**src/rtl/ntt_bitrev_reorder.sv**
```systemverilog
// Frame buffer that accepts samples in natural order and
// replays them in bit-reversed index order for NTT stages.
module ntt_bitrev_reorder #(
    parameter int DATA_W  = 8,
    parameter int MAX_LOG = 3
) (
    input  logic              clk,
    input  logic              rst,
    input  logic [1:0]        log_n,
    input  logic              in_valid,
    input  logic [DATA_W-1:0] in_data,
    output logic              in_ready,
    output logic              out_valid,
    output logic [DATA_W-1:0] out_data,
    input  logic              out_ready,
    output logic              out_last,
    output logic              busy
);

    typedef enum logic {
        S_FILL,
        S_DRAIN
    } state_t;

    state_t r_state;
    state_t w_state_nxt;

    logic [DATA_W-1:0]  r_buf [2**MAX_LOG];
    logic [MAX_LOG-1:0] r_wr_cnt;
    logic [MAX_LOG-1:0] r_rd_cnt;
    logic [1:0]         r_n_log;

    logic [1:0]         w_log_eff;
    logic [MAX_LOG-1:0] w_last_in;
    logic [MAX_LOG-1:0] w_last_q;
    logic [MAX_LOG-1:0] w_rev_full;
    logic [MAX_LOG-1:0] w_rev;
    logic [2:0]         w_shift;
    logic               w_in_xfer;
    logic               w_out_xfer;
    logic               w_fill_done;
    logic               w_rd_done;

    // Highest index of a frame of length 1<<l.
    function automatic logic [MAX_LOG-1:0] f_last(input logic [1:0] l);
        logic [MAX_LOG:0] t;
        t = ((MAX_LOG+1)'(1) << l) - (MAX_LOG+1)'(1);
        return t[MAX_LOG-1:0];
    endfunction

    // The first sample of a frame has not latched its length yet.
    assign w_log_eff   = (r_wr_cnt == '0) ? log_n : r_n_log;
    assign w_last_in   = f_last(w_log_eff);
    assign w_last_q    = f_last(r_n_log);
    assign w_in_xfer   = in_valid && (r_state == S_FILL);
    assign w_out_xfer  = out_ready && (r_state == S_DRAIN);
    assign w_fill_done = w_in_xfer && (r_wr_cnt == w_last_in);
    assign w_rd_done   = (r_rd_cnt == w_last_q);
    assign w_shift     = 3'(MAX_LOG) - {1'b0, r_n_log};

    // Reverse all MAX_LOG bits; shifting drops the unused low zeros.
    always_comb begin
        w_rev_full = '0;
        for (int i = 0; i < MAX_LOG; i++) begin
            w_rev_full[i] = r_rd_cnt[MAX_LOG-1-i];
        end
        w_rev = w_rev_full >> w_shift;
    end

    assign out_data = r_buf[w_rev];
    assign busy     = (r_state == S_DRAIN) || (r_wr_cnt != '0);

    // State register.
    always_ff @(posedge clk) begin
        if (rst) begin
            r_state <= S_FILL;
        end else begin
            r_state <= w_state_nxt;
        end
    end

    // Next-state and handshake outputs.
    always_comb begin
        w_state_nxt = r_state;
        in_ready    = 1'b0;
        out_valid   = 1'b0;
        out_last    = 1'b0;
        unique case (r_state)
            S_FILL: begin
                in_ready = 1'b1;
                if (w_fill_done) begin
                    w_state_nxt = S_DRAIN;
                end
            end
            S_DRAIN: begin
                out_valid = 1'b1;
                out_last  = w_rd_done;
                if (out_ready && w_rd_done) begin
                    w_state_nxt = S_FILL;
                end
            end
            default: w_state_nxt = S_FILL;
        endcase
    end

    // Write/read counters and latched frame length.
    always_ff @(posedge clk) begin
        if (rst) begin
            r_wr_cnt <= '0;
            r_rd_cnt <= '0;
            r_n_log  <= '0;
        end else begin
            if (w_in_xfer) begin
                if (r_wr_cnt == '0) begin
                    r_n_log <= log_n;
                end
                r_wr_cnt <= w_fill_done ? '0 : r_wr_cnt + 1'b1;
            end
            if (w_out_xfer) begin
                r_rd_cnt <= w_rd_done ? '0 : r_rd_cnt + 1'b1;
            end
        end
    end

    // Sample storage; contents are don't-care until written.
    always_ff @(posedge clk) begin
        if (w_in_xfer) begin
            r_buf[r_wr_cnt] <= in_data;
        end
    end

endmodule

```
**config.mk**
```make
export PLATFORM = sky130hd
export DESIGN_NAME = ntt_bitrev_reorder
export DESIGN_NICKNAME = d
export VERILOG_FILES = /design/src/rtl/ntt_bitrev_reorder.sv
export SDC_FILE = /design/constraint.sdc
export NUM_CORES = 1
export LEC_CHECK = 0
export ABC_AREA = 1
export BUFFER_PORTS_ARGS = -buffer_cell sky130_fd_sc_hd__buf_4
export CORE_MARGIN = 4
export CORE_UTILIZATION = 60
export CTS_BUF_LIST = sky130_fd_sc_hd__clkbuf_4 sky130_fd_sc_hd__clkbuf_8
export CTS_CLUSTER_DIAMETER = 40
export DETAILED_ROUTE_END_ITERATION = 10
export GPL_TIMING_DRIVEN = 0
export PLACE_DENSITY = 0.8
export SLEW_MARGIN = 15
export SYNTH_ARGS = -nofsm -noshare
export SYNTH_HDL_FRONTEND = slang
export SYNTH_SLANG_ARGS = --single-unit
```
**constraint.sdc**
```tcl
create_clock -name clk -period 2 [get_ports clk]
set_input_delay 0.1 -clock clk [delete_from_list [all_inputs] [get_ports clk]]
set_output_delay 0.1 -clock clk [all_outputs]
set_load 0.05 [all_outputs]
```
# --- Yosys cells after proc, flatten, opt, wreduce, memory -nomap -nowiden ---
# Memory sizes are Yosys's and may differ from the RTL's.
# Cells that the tools add are included.
word_totals:
  mem_count: 1
  output_inout_bits: 12
  word_cells: 34
  regBits: 9
  inputBits: 14
  mem_bits_rw: 64
classes:
  addsub: 5
  reduce_logical: 7
  mux: 11
  n_eq_ne: 2
  n_shift: 3
  bitwise_logic: 1
mem_list:
  columns: ["memory", "depth", "width", "read_ports", "rd_ports_with_merged_regs", "wr", "line", "source"]
  rows:
  - ["r_buf", 8, 8, 1, 0, 1, "28", "logic [DATA_W-1:0] r_buf [2**MAX_LOG];"]
op_table:
  columns: ["operator", "count"]
  rows:
  - ["$mux W1", 7]
  - ["$add A3 B1 Y3 const B", 2]
  - ["$eq A3 B3 Y1", 2]
  - ["$mux W3", 2]
  - ["$shl A1 B2 Y3 const A", 2]
  - ["$sub A3 B2 Y3 const B", 2]
  - ["$logic_and A1 B1 Y1", 4]
  - ["$logic_not A3 Y1", 1]
  - ["$reduce_bool A3 Y1", 1]
  - ["$shr A3 B3 Y3", 1]
  - ["$sub A2 B2 Y3 const A", 1]
  - ["$mux W2", 1]
  - ["$pmux W1 S2", 1]
  - ["$logic_or A1 B1 Y1", 1]
  - ["$not A1 Y1", 1]

# --- Longest topological paths before layout ---
logic_depth:
  word_depth: 8
  depth_mapped: 11
  depth_no_buf: 10

# --- Least setup slack after synthesis ---
# No wires, ideal clock.
synth_path:
  path_kind: "register -> output"
  from: "register r_state"
  to: "output out_last"
  stages_incl_launch_ff: 3
  t_arrival_ns: 1.821
  n_path_buf: 0
  path_slack_ns: 0.079
  required_ns: 1.900
  cell_sequence: "dfxtp_1 inv_1 nor2_1"
synth_between:
  elab_chain_len: 1
synth_lines:
  columns: ["item", "line", "source"]
  rows:
  - ["start: declaration", "25", "state_t r_state;"]
  - ["start signal: assignment", "78", "r_state <= w_state_nxt;"]
  - ["$mux W1", "88", "unique case (r_state)"]
  - ["end: declaration", "16", "output logic out_last,"]
# No other way between the ends.

# --- Worst setup path after layout ---
layout_path:
  from: "register r_state"
  to: "memory r_buf[0][3], enable pin"
layout_between:
  elab_chain_len: 4
layout_lines:
  columns: ["item", "line", "source"]
  rows:
  - ["$not A1 Y1", null, null]
  - ["$logic_and A1 B1 Y1", "55", "assign w_in_xfer = in_valid && (r_state == S_FILL);"]
  - ["$mux W1", "127", "if (w_in_xfer) begin"]
  - ["$mux W1 (not written as such)", "128", "r_buf[r_wr_cnt] <= in_data;"]
  - ["end: declaration", "28", null]
# No other way between the ends.

==> flow_summary_export.csv <==
group,metric,value,unit
status,status,"finished with violations",
status,violations,"negative setup slack",
routing,drc,0,
setup_path,worstPathMaxFanout,8,
sta,drv_slew,0,
grt,track_usage,0.229,
floorplanning,io_pins,26,
routing,antenna_left,0,
routing,drt_iter0_drc,283,
setup_path,slowest_delay,0.55,ns
setup_path,crit_slowest_cell,"nor2_2",
grt,met3_usage,0.0428,
floorplanning,start_util,0.629,
sta,hold_viol,0,
routing,wl_per_cell,19.4,microns
routing,dr.pass1.iters,6,
cts,cts_buffers,9,
floorplanning,coreArea,5200,sq um
logic_synthesis,netlist-cell-type-count,25,
flow_run,maxCapViolCount,0,
sta,fin_crit_sh,1.06,
logic_synthesis,netlist_instances,316,
cells_and_area,seqCellArea,2120,sq um
logic_synthesis,synth_flop_cell,"edfxtp_1",
cells_and_area,syn2layout_area_growth,32.3,%
setup_path,critical_path_class,"reg -> reg",
cts,clkSlewWorstSetupHoldPaths,0.08,ns
sta,setup_viol,35,
cts,clock-sinks,73,
power_and_ir_drop,ir_drop,0.827,mV
grt,busiest_layer,"met2",
sta,finalClockSkew,0.0140,ns
sta,slew_headroom,0.549,
cells_and_area,nets,393,
cells_and_area,multi_input_area,1100,sq um
grt,grt_use_met2,0.378,
routing,wirelength,8770,microns
power_and_ir_drop,p_leak,0.00179,uW
floorplanning,num_rows,26,
logic_synthesis,synthesis.nets,333,
setup_path,critPathLaunchType,"flip-flop",
logic_synthesis,ys_async_sr_fraction,0,
logic_synthesis,ys_seq_area_frac,0.642,
sta,worst_slew_pin_slew,0.676,ns
cts,cts.htree.levels,3,
cts,cts_tree,"yes",
grt,grt-ovfl-total,0,
sta,period_needed,2.13,ns
logic_synthesis,ys_seq_elements,73,
grt,use_met1,0.291,
setup_path,worstPathCellList,"nor2_1, inv_1, nor2_1, inv_1, nor2_2",
floorplanning,chipWidth,81.9,microns
grt,grt_max_degree,13,
cells_and_area,drive_above_1_share,0.307,
cells_and_area,final_util,0.832,
sta,layout_setup_ws,-0.126,ns
grt,grt_pass1_wl,11000,microns
routing,vias,2662,
grt,grt_pass1_vias,2331,
setup_path,critPathArrivalTime,2.10,ns
sta,whs,0.0391,ns
logic_synthesis,avgSynthCellArea,10.4,sq um
placement,gp_congestion,0.828,
floorplanning,die_area,6700,sq um
cells_and_area,fill_cells,279,
cts,cts_root_buf,"clkbuf_8",
setup_path,cp-end-kind,"flip-flop",
logic_synthesis,syn-cell-area,3270,sq um
logic_synthesis,synth_edf_count,64,
hold_path,min_path_type,"in -> reg",
logic_synthesis,yosys_warnings,0,
routing,drt-vias-per-instance,5.90,
cts,cts_max_path_buffers,2,
cts,clkLatencyLatePin,0.36,ns
floorplanning,die-height,81.9,microns
placement,hpwl,4430,microns
setup_path,critPathRequiredTime,1.98,ns
placement,numPortBuffers,25,
placement,dpl_cell_area,3550,sq um
grt,grt_antenna_before_repair,0,
placement,dp_slack,-0.220,ns
sta,rsz0062_at_grt,"yes",
cells_and_area,fin_area,4330,sq um
cells_and_area,antennaDiodeCount,0,
sta,fmax,470,MHz
power_and_ir_drop,cellPowerDensity,970,nW/um^2
## path summary, 6_finish.rpt
check                     start                     to  slack [ns]  cells after the start
max          r_state$_SDFF_PP0_  r_buf[0][3]$_DFFE_PP_       -0.13                      5
min                   out_ready     r_state$_SDFF_PP0_        0.04                      4
max reg2reg  r_state$_SDFF_PP0_  r_buf[0][3]$_DFFE_PP_       -0.13                      5
min reg2reg  r_state$_SDFF_PP0_     r_state$_SDFF_PP0_        0.52                      2
## final cells by class
class	instances	share of cell area
Buffer	8	0.0286
Clock buffer	10	0.0303
Clock inverter	6	0.0188
Timing Repair Buffer	48	0.114
Inverter	50	0.0457
Multi-Input combinational cell	186	0.254
Sequential cell	73	0.489
Tap cell	70	0.0202
## synthesized netlist by cell type (all sizes together) (2+ instances only)
| cell type | n | share of area |
|---|---|---|
| inv | 50 | 0.058 |
| buf | 7 | 0.016 |
| nand4 | 2 | 0.0038 |
| dfxtp | 9 | 0.055 |
| nor2 | 16 | 0.024 |
| a21oi | 39 | 0.071 |
| nand2 | 74 | 0.090 |
| edfxtp | 64 | 0.59 |
| o21ai | 38 | 0.058 |
| xor2 | 2 | 0.0054 |
| ha | 3 | 0.011 |
| nand3 | 9 | 0.014 |
## through the flow
stage,instances,TNS (ns),power [uW]
CTS,438,-4.84,3900
global route,451,-6.68,4320
floorplan,316,0,2380
detailed placement,411,-6.81,2630
global placement,411,-5.52,2610
finish,451,-1.70,4200
## timing repair
action	CTS	global route
setup endpoints to repair	40	72
pin swaps	1	16
hold endpoints to repair	66	0
gates cloned	0	5
gates resized for setup	20	63
hold buffers	9	0
buffers inserted	2	8
## report_power, final
group	internal [uW]	switching, uW
registers	1730	51.5
logic	426	715
clock network	711	564
total	2870	1330
## worst max-delay path, delay by kind of cell (launching register included)
family	cells	cell delay, ns
and+or+nand+nor	3	1.08
buffers and inverters	2	0.33
DFF	1	0.35
## cell families after synthesis
family,count (synthesis),share of synthesized area
xor+xnor,3,0.00803
fa+ha+maj,3,0.0115
compound gates,77,0.129
simple gates,102,0.133
flops,73,0.642
buf+inv,58,0.0757
## registers in the layout (all words and copies together) (netlist names)
register / count
r_buf: 64
r_rd_cnt: 3
r_wr_cnt: 3
r_n_log: 2
r_state: 1
## placed cells by master, fill, tap and decap left out, types with 4 or more instances in the layout
master | synthesis | layout
nand3_1 | 9 | 8
buf_12 | 0 | 4
nand2_1 | 71 | 66
nand2_4 | 2 | 5
dlygate4sd3_1 | 0 | 9
clkbuf_8 | 0 | 10
buf_6 | 2 | 9
clkbuf_16 | 0 | 4
a21oi_1 | 29 | 14
buf_4 | 2 | 27
inv_1 | 47 | 46
a21oi_2 | 10 | 22
nor2_2 | 1 | 8
o21ai_1 | 30 | 30
nor2_1 | 14 | 5
edfxtp_1 | 64 | 64
o21ai_0 | 8 | 7
dfxtp_1 | 9 | 4
## layer usage
metal | wire [microns] | part of all wire
met5 | 0 | 0
met4 | 167 | 0.019
met3 | 900 | 0.10
met2 | 4400 | 0.50
met1 | 3300 | 0.38
Note: power is estimated with default switching activity, not from simulation.
